**src/rtl/axi_burst_pkg.sv**
```systemverilog
`default_nettype none
// ============================================================================
// Module      : axi_burst_pkg
// Description : Shared types and constants for the AXI burst splitter:
//               FSM state encoding, AXI INCR burst code, AXI size encoder
//               and the default address boundary that bursts may not cross.
// Revision    : 1.0 - initial release
// ============================================================================
package axi_burst_pkg;

    typedef enum logic [1:0] {
        ST_IDLE  = 2'd0,
        ST_CALC  = 2'd1,
        ST_ISSUE = 2'd2,
        ST_DONE  = 2'd3
    } state_t;

    localparam logic [1:0] AXI_BURST_INCR   = 2'b01;
    localparam int         DEFAULT_BOUNDARY = 4096;

    // AXI AxSIZE encoding: log2 of bytes per beat.
    function automatic logic [2:0] size_encode(input int bytes);
        return 3'($clog2(bytes));
    endfunction

endpackage : axi_burst_pkg
`default_nettype wire

```
**src/rtl/byte_strb_gen.sv**
```systemverilog
`default_nettype none
// ============================================================================
// Module      : byte_strb_gen
// Description : Combinational byte-lane mask generator for the first and last
//               beat of a burst.
//   i_off         : byte lane of the first valid byte in the first beat
//   i_last_lane   : byte lane of the last valid byte in the last beat
//   o_first_strb  : lanes i >= i_off
//   o_last_strb   : lanes i <= i_last_lane
// Revision    : 1.0 - initial release
// ============================================================================
module byte_strb_gen #(
    parameter int BYTES = 4,
    parameter int OFF_W = (BYTES > 1) ? $clog2(BYTES) : 1
) (
    input  logic [OFF_W-1:0] i_off,
    input  logic [OFF_W-1:0] i_last_lane,
    output logic [BYTES-1:0] o_first_strb,
    output logic [BYTES-1:0] o_last_strb
);

    for (genvar i = 0; i < BYTES; i++) begin : g_lane
        assign o_first_strb[i] = (OFF_W'(i) >= i_off);
        assign o_last_strb[i]  = (OFF_W'(i) <= i_last_lane);
    end

endmodule : byte_strb_gen
`default_nettype wire

```
**src/rtl/axi_burst_splitter.sv**
```systemverilog
`default_nettype none
// ============================================================================
// Module      : axi_burst_splitter
// Description : Splits a (possibly misaligned) byte transfer into a sequence
//               of AXI INCR burst commands. Bursts never cross BOUNDARY and
//               never exceed MAX_BEATS beats. Each command carries first-beat
//               and last-beat byte strobes.
// Ports:
//   clk, rstn        : clock, asynchronous active-low reset
//   start            : single-cycle start pulse
//   start_addr/bytes : transfer byte address and byte count (0 = no-op)
//   cmd_valid/ready  : burst command handshake
//   cmd_addr         : beat-aligned burst address
//   cmd_len          : AXI len (beats-1)
//   cmd_size/burst   : constant log2(BYTES) / INCR
//   cmd_first_strb   : valid lanes of first beat
//   cmd_last_strb    : valid lanes of last beat (consumer ANDs with
//                      first_strb when cmd_len==0)
//   busy             : transfer in progress
//   done             : one-cycle pulse after the final burst is accepted
//   start_err        : one-cycle pulse when start arrives while busy
// Revision    : 1.0 - initial release
// ============================================================================
module axi_burst_splitter
    import axi_burst_pkg::*;
#(
    parameter int ADDR_W    = 32,
    parameter int DATA_W    = 32,
    parameter int LEN_W     = 16,
    parameter int MAX_BEATS = 256,
    parameter int BOUNDARY  = DEFAULT_BOUNDARY
) (
    input  logic                clk,
    input  logic                rstn,
    input  logic                start,
    input  logic [ADDR_W-1:0]   start_addr,
    input  logic [LEN_W-1:0]    start_bytes,
    output logic                cmd_valid,
    input  logic                cmd_ready,
    output logic [ADDR_W-1:0]   cmd_addr,
    output logic [7:0]          cmd_len,
    output logic [2:0]          cmd_size,
    output logic [1:0]          cmd_burst,
    output logic [DATA_W/8-1:0] cmd_first_strb,
    output logic [DATA_W/8-1:0] cmd_last_strb,
    output logic                busy,
    output logic                done,
    output logic                start_err
);

    localparam int BYTES = DATA_W / 8;
    localparam int SZ    = $clog2(BYTES);
    localparam int OFF_W = (SZ > 0) ? SZ : 1;
    localparam int BND_W = $clog2(BOUNDARY);

    // Arithmetic width: wide enough for the byte count plus one bit, and for
    // the boundary span and the largest burst in bytes.
    localparam int CW_A  = LEN_W + 1;
    localparam int CW_B  = BND_W + 1;
    localparam int CW_C  = $clog2(MAX_BEATS * BYTES) + 1;
    localparam int CW_AB = (CW_A > CW_B) ? CW_A : CW_B;
    localparam int CW    = (CW_AB > CW_C) ? CW_AB : CW_C;

    localparam logic [CW-1:0]     C_BOUNDARY  = CW'(BOUNDARY);
    localparam logic [CW-1:0]     C_MAX_BYTES = CW'(MAX_BEATS * BYTES);
    localparam logic [CW-1:0]     C_BYTES_M1  = CW'(BYTES - 1);
    localparam logic [ADDR_W-1:0] C_ADDR_MASK = ~ADDR_W'(BYTES - 1);

    // ------------------------------------------------------------------
    // State and datapath registers
    // ------------------------------------------------------------------
    state_t              r_state;
    state_t              w_state_nxt;
    logic [ADDR_W-1:0]   r_addr;
    logic [LEN_W-1:0]    r_rem;
    logic [CW-1:0]       r_bbytes;
    logic                r_cmd_valid;
    logic [ADDR_W-1:0]   r_cmd_addr;
    logic [7:0]          r_cmd_len;
    logic [BYTES-1:0]    r_first_strb;
    logic [BYTES-1:0]    r_last_strb;
    logic                r_busy;
    logic                r_done;
    logic                r_start_err;

    // ------------------------------------------------------------------
    // Burst sizing (evaluated from the current address/remaining count)
    // ------------------------------------------------------------------
    logic [OFF_W-1:0]    w_off;
    logic [OFF_W-1:0]    w_last_lane;
    logic [CW-1:0]       w_off_ext;
    logic [CW-1:0]       w_to_bnd;
    logic [CW-1:0]       w_room;
    logic [CW-1:0]       w_bb;
    logic [CW-1:0]       w_end;
    logic [CW-1:0]       w_beats;
    logic [BYTES-1:0]    w_first_strb;
    logic [BYTES-1:0]    w_last_strb;
    logic                w_accept;
    logic                w_last_burst;
    logic                w_start_ok;

    if (SZ > 0) begin : g_off_lanes
        assign w_off       = r_addr[SZ-1:0];
        assign w_last_lane = OFF_W'(w_end - CW'(1));
    end else begin : g_off_single
        assign w_off       = 1'b0;
        assign w_last_lane = 1'b0;
    end

    assign w_off_ext = CW'(w_off);
    assign w_to_bnd  = C_BOUNDARY - CW'(r_addr[BND_W-1:0]);
    assign w_room    = C_MAX_BYTES - w_off_ext;

    always_comb begin
        w_bb = CW'(r_rem);
        if (w_to_bnd < w_bb) begin
            w_bb = w_to_bnd;
        end
        if (w_room < w_bb) begin
            w_bb = w_room;
        end
        w_end   = w_off_ext + w_bb;
        w_beats = (w_end + C_BYTES_M1) >> SZ;
    end

    byte_strb_gen #(
        .BYTES (BYTES),
        .OFF_W (OFF_W)
    ) u_strb (
        .i_off        (w_off),
        .i_last_lane  (w_last_lane),
        .o_first_strb (w_first_strb),
        .o_last_strb  (w_last_strb)
    );

    // ------------------------------------------------------------------
    // FSM
    // ------------------------------------------------------------------
    assign w_accept     = (r_state == ST_ISSUE) && cmd_ready;
    assign w_last_burst = (CW'(r_rem) == r_bbytes);
    assign w_start_ok   = (r_state == ST_IDLE) && start;

    always_ff @(posedge clk or negedge rstn) begin
        if (!rstn) begin
            r_state <= ST_IDLE;
        end else begin
            r_state <= w_state_nxt;
        end
    end

    always_comb begin
        w_state_nxt = r_state;
        case (r_state)
            ST_IDLE: begin
                if (start) begin
                    w_state_nxt = (start_bytes != '0) ? ST_CALC : ST_DONE;
                end
            end
            ST_CALC: begin
                w_state_nxt = ST_ISSUE;
            end
            ST_ISSUE: begin
                if (cmd_ready) begin
                    w_state_nxt = w_last_burst ? ST_DONE : ST_CALC;
                end
            end
            ST_DONE: begin
                w_state_nxt = ST_IDLE;
            end
            default: begin
                w_state_nxt = ST_IDLE;
            end
        endcase
    end

    // ------------------------------------------------------------------
    // Datapath and registered outputs
    // ------------------------------------------------------------------
    always_ff @(posedge clk or negedge rstn) begin
        if (!rstn) begin
            r_addr       <= '0;
            r_rem        <= '0;
            r_bbytes     <= '0;
            r_cmd_valid  <= 1'b0;
            r_cmd_addr   <= '0;
            r_cmd_len    <= '0;
            r_first_strb <= '0;
            r_last_strb  <= '0;
            r_busy       <= 1'b0;
            r_done       <= 1'b0;
            r_start_err  <= 1'b0;
        end else begin
            r_start_err <= start && (r_state != ST_IDLE);
            r_done      <= (r_state == ST_DONE);
            r_busy      <= (w_state_nxt != ST_IDLE);

            if (w_start_ok && (start_bytes != '0)) begin
                r_addr <= start_addr;
                r_rem  <= start_bytes;
            end

            if (r_state == ST_CALC) begin
                r_cmd_valid  <= 1'b1;
                r_bbytes     <= w_bb;
                r_cmd_addr   <= r_addr & C_ADDR_MASK;
                r_cmd_len    <= 8'(w_beats - CW'(1));
                r_first_strb <= w_first_strb;
                r_last_strb  <= w_last_strb;
            end

            if (w_accept) begin
                r_cmd_valid <= 1'b0;
                r_addr      <= r_addr + ADDR_W'(r_bbytes);
                r_rem       <= r_rem - LEN_W'(r_bbytes);
            end
        end
    end

    assign cmd_valid      = r_cmd_valid;
    assign cmd_addr       = r_cmd_addr;
    assign cmd_len        = r_cmd_len;
    assign cmd_size       = size_encode(BYTES);
    assign cmd_burst      = AXI_BURST_INCR;
    assign cmd_first_strb = r_first_strb;
    assign cmd_last_strb  = r_last_strb;
    assign busy           = r_busy;
    assign done           = r_done;
    assign start_err      = r_start_err;

endmodule : axi_burst_splitter
`default_nettype wire

```
**config.mk**
```make
export PLATFORM = sky130hd
export DESIGN_NAME = axi_burst_splitter
export DESIGN_NICKNAME = d
export VERILOG_FILES = /design/src/rtl/axi_burst_pkg.sv /design/src/rtl/byte_strb_gen.sv /design/src/rtl/axi_burst_splitter.sv
export SDC_FILE = /design/constraint.sdc
export NUM_CORES = 1
export LEC_CHECK = 0
export BUFFER_PORTS_ARGS = -buffer_cell sky130_fd_sc_hd__buf_4
export CORE_UTILIZATION = 40
export CTS_CLUSTER_SIZE = 16
export DETAILED_ROUTE_END_ITERATION = 6
export GPL_ROUTABILITY_DRIVEN = 1
export PLACE_DENSITY_LB_ADDON = 0.08
export SKIP_CTS_REPAIR_TIMING = 1
export SLEW_MARGIN = 20
export SYNTH_ARGS = -nofsm -noshare
export SYNTH_HDL_FRONTEND = slang
export SYNTH_SLANG_ARGS = --single-unit
```
**constraint.sdc**
```tcl
create_clock -name clk -period 7.3 [get_ports clk]
set_input_delay 1.46 -clock clk [delete_from_list [all_inputs] [get_ports clk]]
set_output_delay 1.46 -clock clk [all_outputs]
set_load 0.05 [all_outputs]
```
==> impl_results.md <==
- Routed Antenna Nets: 0
- Worst Tran Pin Value: ~1 ns
- Max incr delay on CP: 0.41 ns
- Die footprint: 20500 um2
- Crit path time final: 6.79 ns
- Synth async-reset ratio: 100%
- Drt first-iter violations: 394
- GRT Residual Overflow: 0
- Pin count of the biggest net entering global routing: between 80 and 90
- Post-Route WL: 22700 um
- Via Count: 6809
- CP Class: flip-flop to flip-flop
- Post-Synth Adder-Cell Area: 10.3%
- Setup crit start kind: flip-flop
- Yosys cell types: between 60 and 70
- Crit path arrival time: between 7 and 8 ns
- Hold Crit Class: flip-flop to flip-flop
- Max FO, Critical Path: 7
- Die span in x: between 100 and 150 um
- Final Non-Filler Cells: around 1300
- Largest area contributor in the netlist: dfrtp_1
- Post-Syn Area per Cell: approximately 9.1 um2
- Placed cell count: ~1200
- Critical path's slowest cell: or3_1
- Max-cap viol count: 0
- Initial Utilization: between 40% and 50%
- Flops & latches, synth: ~120
- Post-synthesis simple-gate area fraction: between 15 and 20%
- Post-synthesis mux area share: under 10%
- DPL Wire Length: around 16000 um
- Fin crit share: approximately 93%
- I/O Pins: about 110
- Final RePlAce weighted congestion: 0.920
- Max clock buf depth: 2
- Placement-stage cell area: just over 9000 um2
- CTS Buf Count: 17
- Initial antenna violation count: 0
- Setup skew after layout: ~0.010 ns
- Port buffer count: between 100 and 150
- Cell Area, Synth: approximately 8000 um2
- Yosys warnings: 0
- Routed len/inst: between 15 and 20 um
- Core Footprint: 19500 um2
- CTS tree: yes
- Design area: 9730 um2
- Synth Flop Type: dfrtp_1
- Top post-synthesis cells by area: dfrtp_1, ha_1, mux2_2
- Number of flops mapped to enable cells by yosys: 0
- Layout cells sized above 1: approximately 22%
- DRC Markers: 0
- Clock insertion delay at the later pin of the skew report: 0.43 ns
- Final net count: ~1100
- Synth Instances: around 880
- Endpoints failing hold: 0
- DR vias/cell: 5.39
- Ant diodes: 0
- 1st-pass router iterations: 5
- First-pass GRT wire length: 36000 um
- Rows: approximately 50
- H-Tree Depth: 4
- Area delta synth->final: 21.9%
- Post-synthesis sequential area ratio: 36.1%
- Synth Area in Compound Gates: a little under a fifth
- Critical Path Sink Type: flip-flop
- WP data required: 7.58 ns
- Total negative slack: 0 ns
- Root buffer cell: clkbuf_16
- Worst slew margin: roughly a third
- Die Ht: approximately 140 um
- Area share of xor/xnor cells in the synthesized design: a little over 5%
- DP Worst Slack: 0.0806 ns
- # setup viols final: 0
- Clock Sinks: around 120
- Main combinational cell family by area after synthesis: compound AO/OA/AOI/OAI gates
- Slew Limit Fails: 0
- Final WS setup: roughly 0.51 ns
- Timing-limited maximum frequency: about 150 MHz
- Clk slew on worst S/H paths: ~0.06 ns
- Gr usage total: 23.3%
- Yosys top cell area share: 36.1%
- Status: finished, final reports clean
- Vias in the first global route: ~6700
==> placed cells by master, fill, tap and decap left out, types with 10 or more instances in the layout <==
master     Yosys  final
nand2_1       68     68
ha_1          61     60
buf_4          8    127
a22oi_1       12     12
nand4_1       10     10
nand3_1       18     18
nor2_1        64     64
xnor2_1       29     29
nor3_1        15     15
mux2_2        37     37
a21oi_1       48     46
inv_1         62     60
or3_1         11     11
dfrtp_1      115    114
a21o_1        10     10
o22ai_1       10     10
o21ai_0       62     61
xor2_1        18     18
mux2i_1       26     26
and2_1        10     10
clkbuf_16      0     17
and3_1        14     14
a211oi_1      21     21
==> cell type report <==
cell class                 instances  area [um2]
timing repair buffer             128         965
tap                              265         332
fill                            1953        9800
inverter                          63         236
multi-input combinational        661        4730
clock buffer                      17         425
sequential                       115        2880
clock inverter                    15         158
==> through the flow <==
stage / hold WS (ns) / utilization [%]
floorplan: 0.475 / -
global placement: 0.465 / 46.7
detailed placement: 0.476 / 46.7
CTS: 0.490 / 49.6
global route: 0.509 / 49.8
finish: 0.486 / 49.8
==> kinds of logic (layout without fill, tap and decap cells) <==
kind of cell	after synthesis	count (layout)
AOI/OAI and AO/OA	229	229
xor gates and xnor gates	47	47
adders and majority gates	64	64
buffers and inverters	104	223
DFF	115	115
muxes	64	64
other	2	7
and+or+nand+nor	250	250
==> registers in the layout, indices dropped and copies added (netlist names), 2 cells and up <==
name,flops
cmd_len,8
r_rem,16
cmd_last_strb,3
r_bbytes,16
cmd_first_strb,4
r_state,2
cmd_addr,30
r_addr,32
==> path summary, 6_finish.rpt <==
kind | from | to | slack, ns | cells after the start
worst max-delay path | r_addr[1] | cmd_len[6] | 0.51 | 31
worst min-delay path | cmd_len[1] | cmd_len[1] | 0.49 | 2
worst max register to register | r_addr[1] | cmd_len[6] | 0.51 | 31
worst min register to register | cmd_len[1] | cmd_len[1] | 0.49 | 2
max in group asynchronous | rstn | r_addr[2] | 4.90 | 2
min in group asynchronous | rstn | cmd_len[6] | 1.16 | 1
==> cells in the mapped netlist, types with 6 or more instances <==
master	number
dfrtp_1	115
a31oi_1	9
a311oi_1	6
ha_1	61
a211oi_1	21
and2_1	10
nor3_1	15
nand2b_1	10
a21oi_1	48
o22ai_1	10
and3_1	14
clkbuf_1	29
nand3_1	18
nand4_1	10
nor2_1	64
buf_4	8
o21ai_0	62
o31ai_1	7
mux2i_1	26
nor4_1	9
a21o_1	10
or3_1	11
nand3b_1	7
nand2_1	68
xor2_1	18
inv_1	62
mux2_2	37
xnor2_1	29
a22oi_1	12
==> worst max-delay path, delay by kind of cell (launching register included) <==
| kind | cells | cell delay, ns |
|---|---|---|
| AOI/OAI and AO/OA | 11 | 2.09 |
| and+or+nand+nor | 9 | 1.57 |
| adders and majority gates | 4 | 1.17 |
| muxes | 2 | 0.56 |
| xor gates and xnor gates | 3 | 0.55 |
| DFF | 1 | 0.39 |
| buffers and inverters | 2 | 0.30 |
==> metal layers <==
metal | up-vias | part of all wire (%) | global-route usage, %
met4 | 0 | 0.96 | 5.15
met3 | 16 | 4.7 | 4.96
li1 | 3366 | - | -
met2 | 159 | 47 | 37.9
met1 | 3268 | 47 | 31.6
met5 | - | 0 | 0
Power is not shown: default switching activity piles up to over one toggle a cycle in this logic, so the estimate is an artifact.
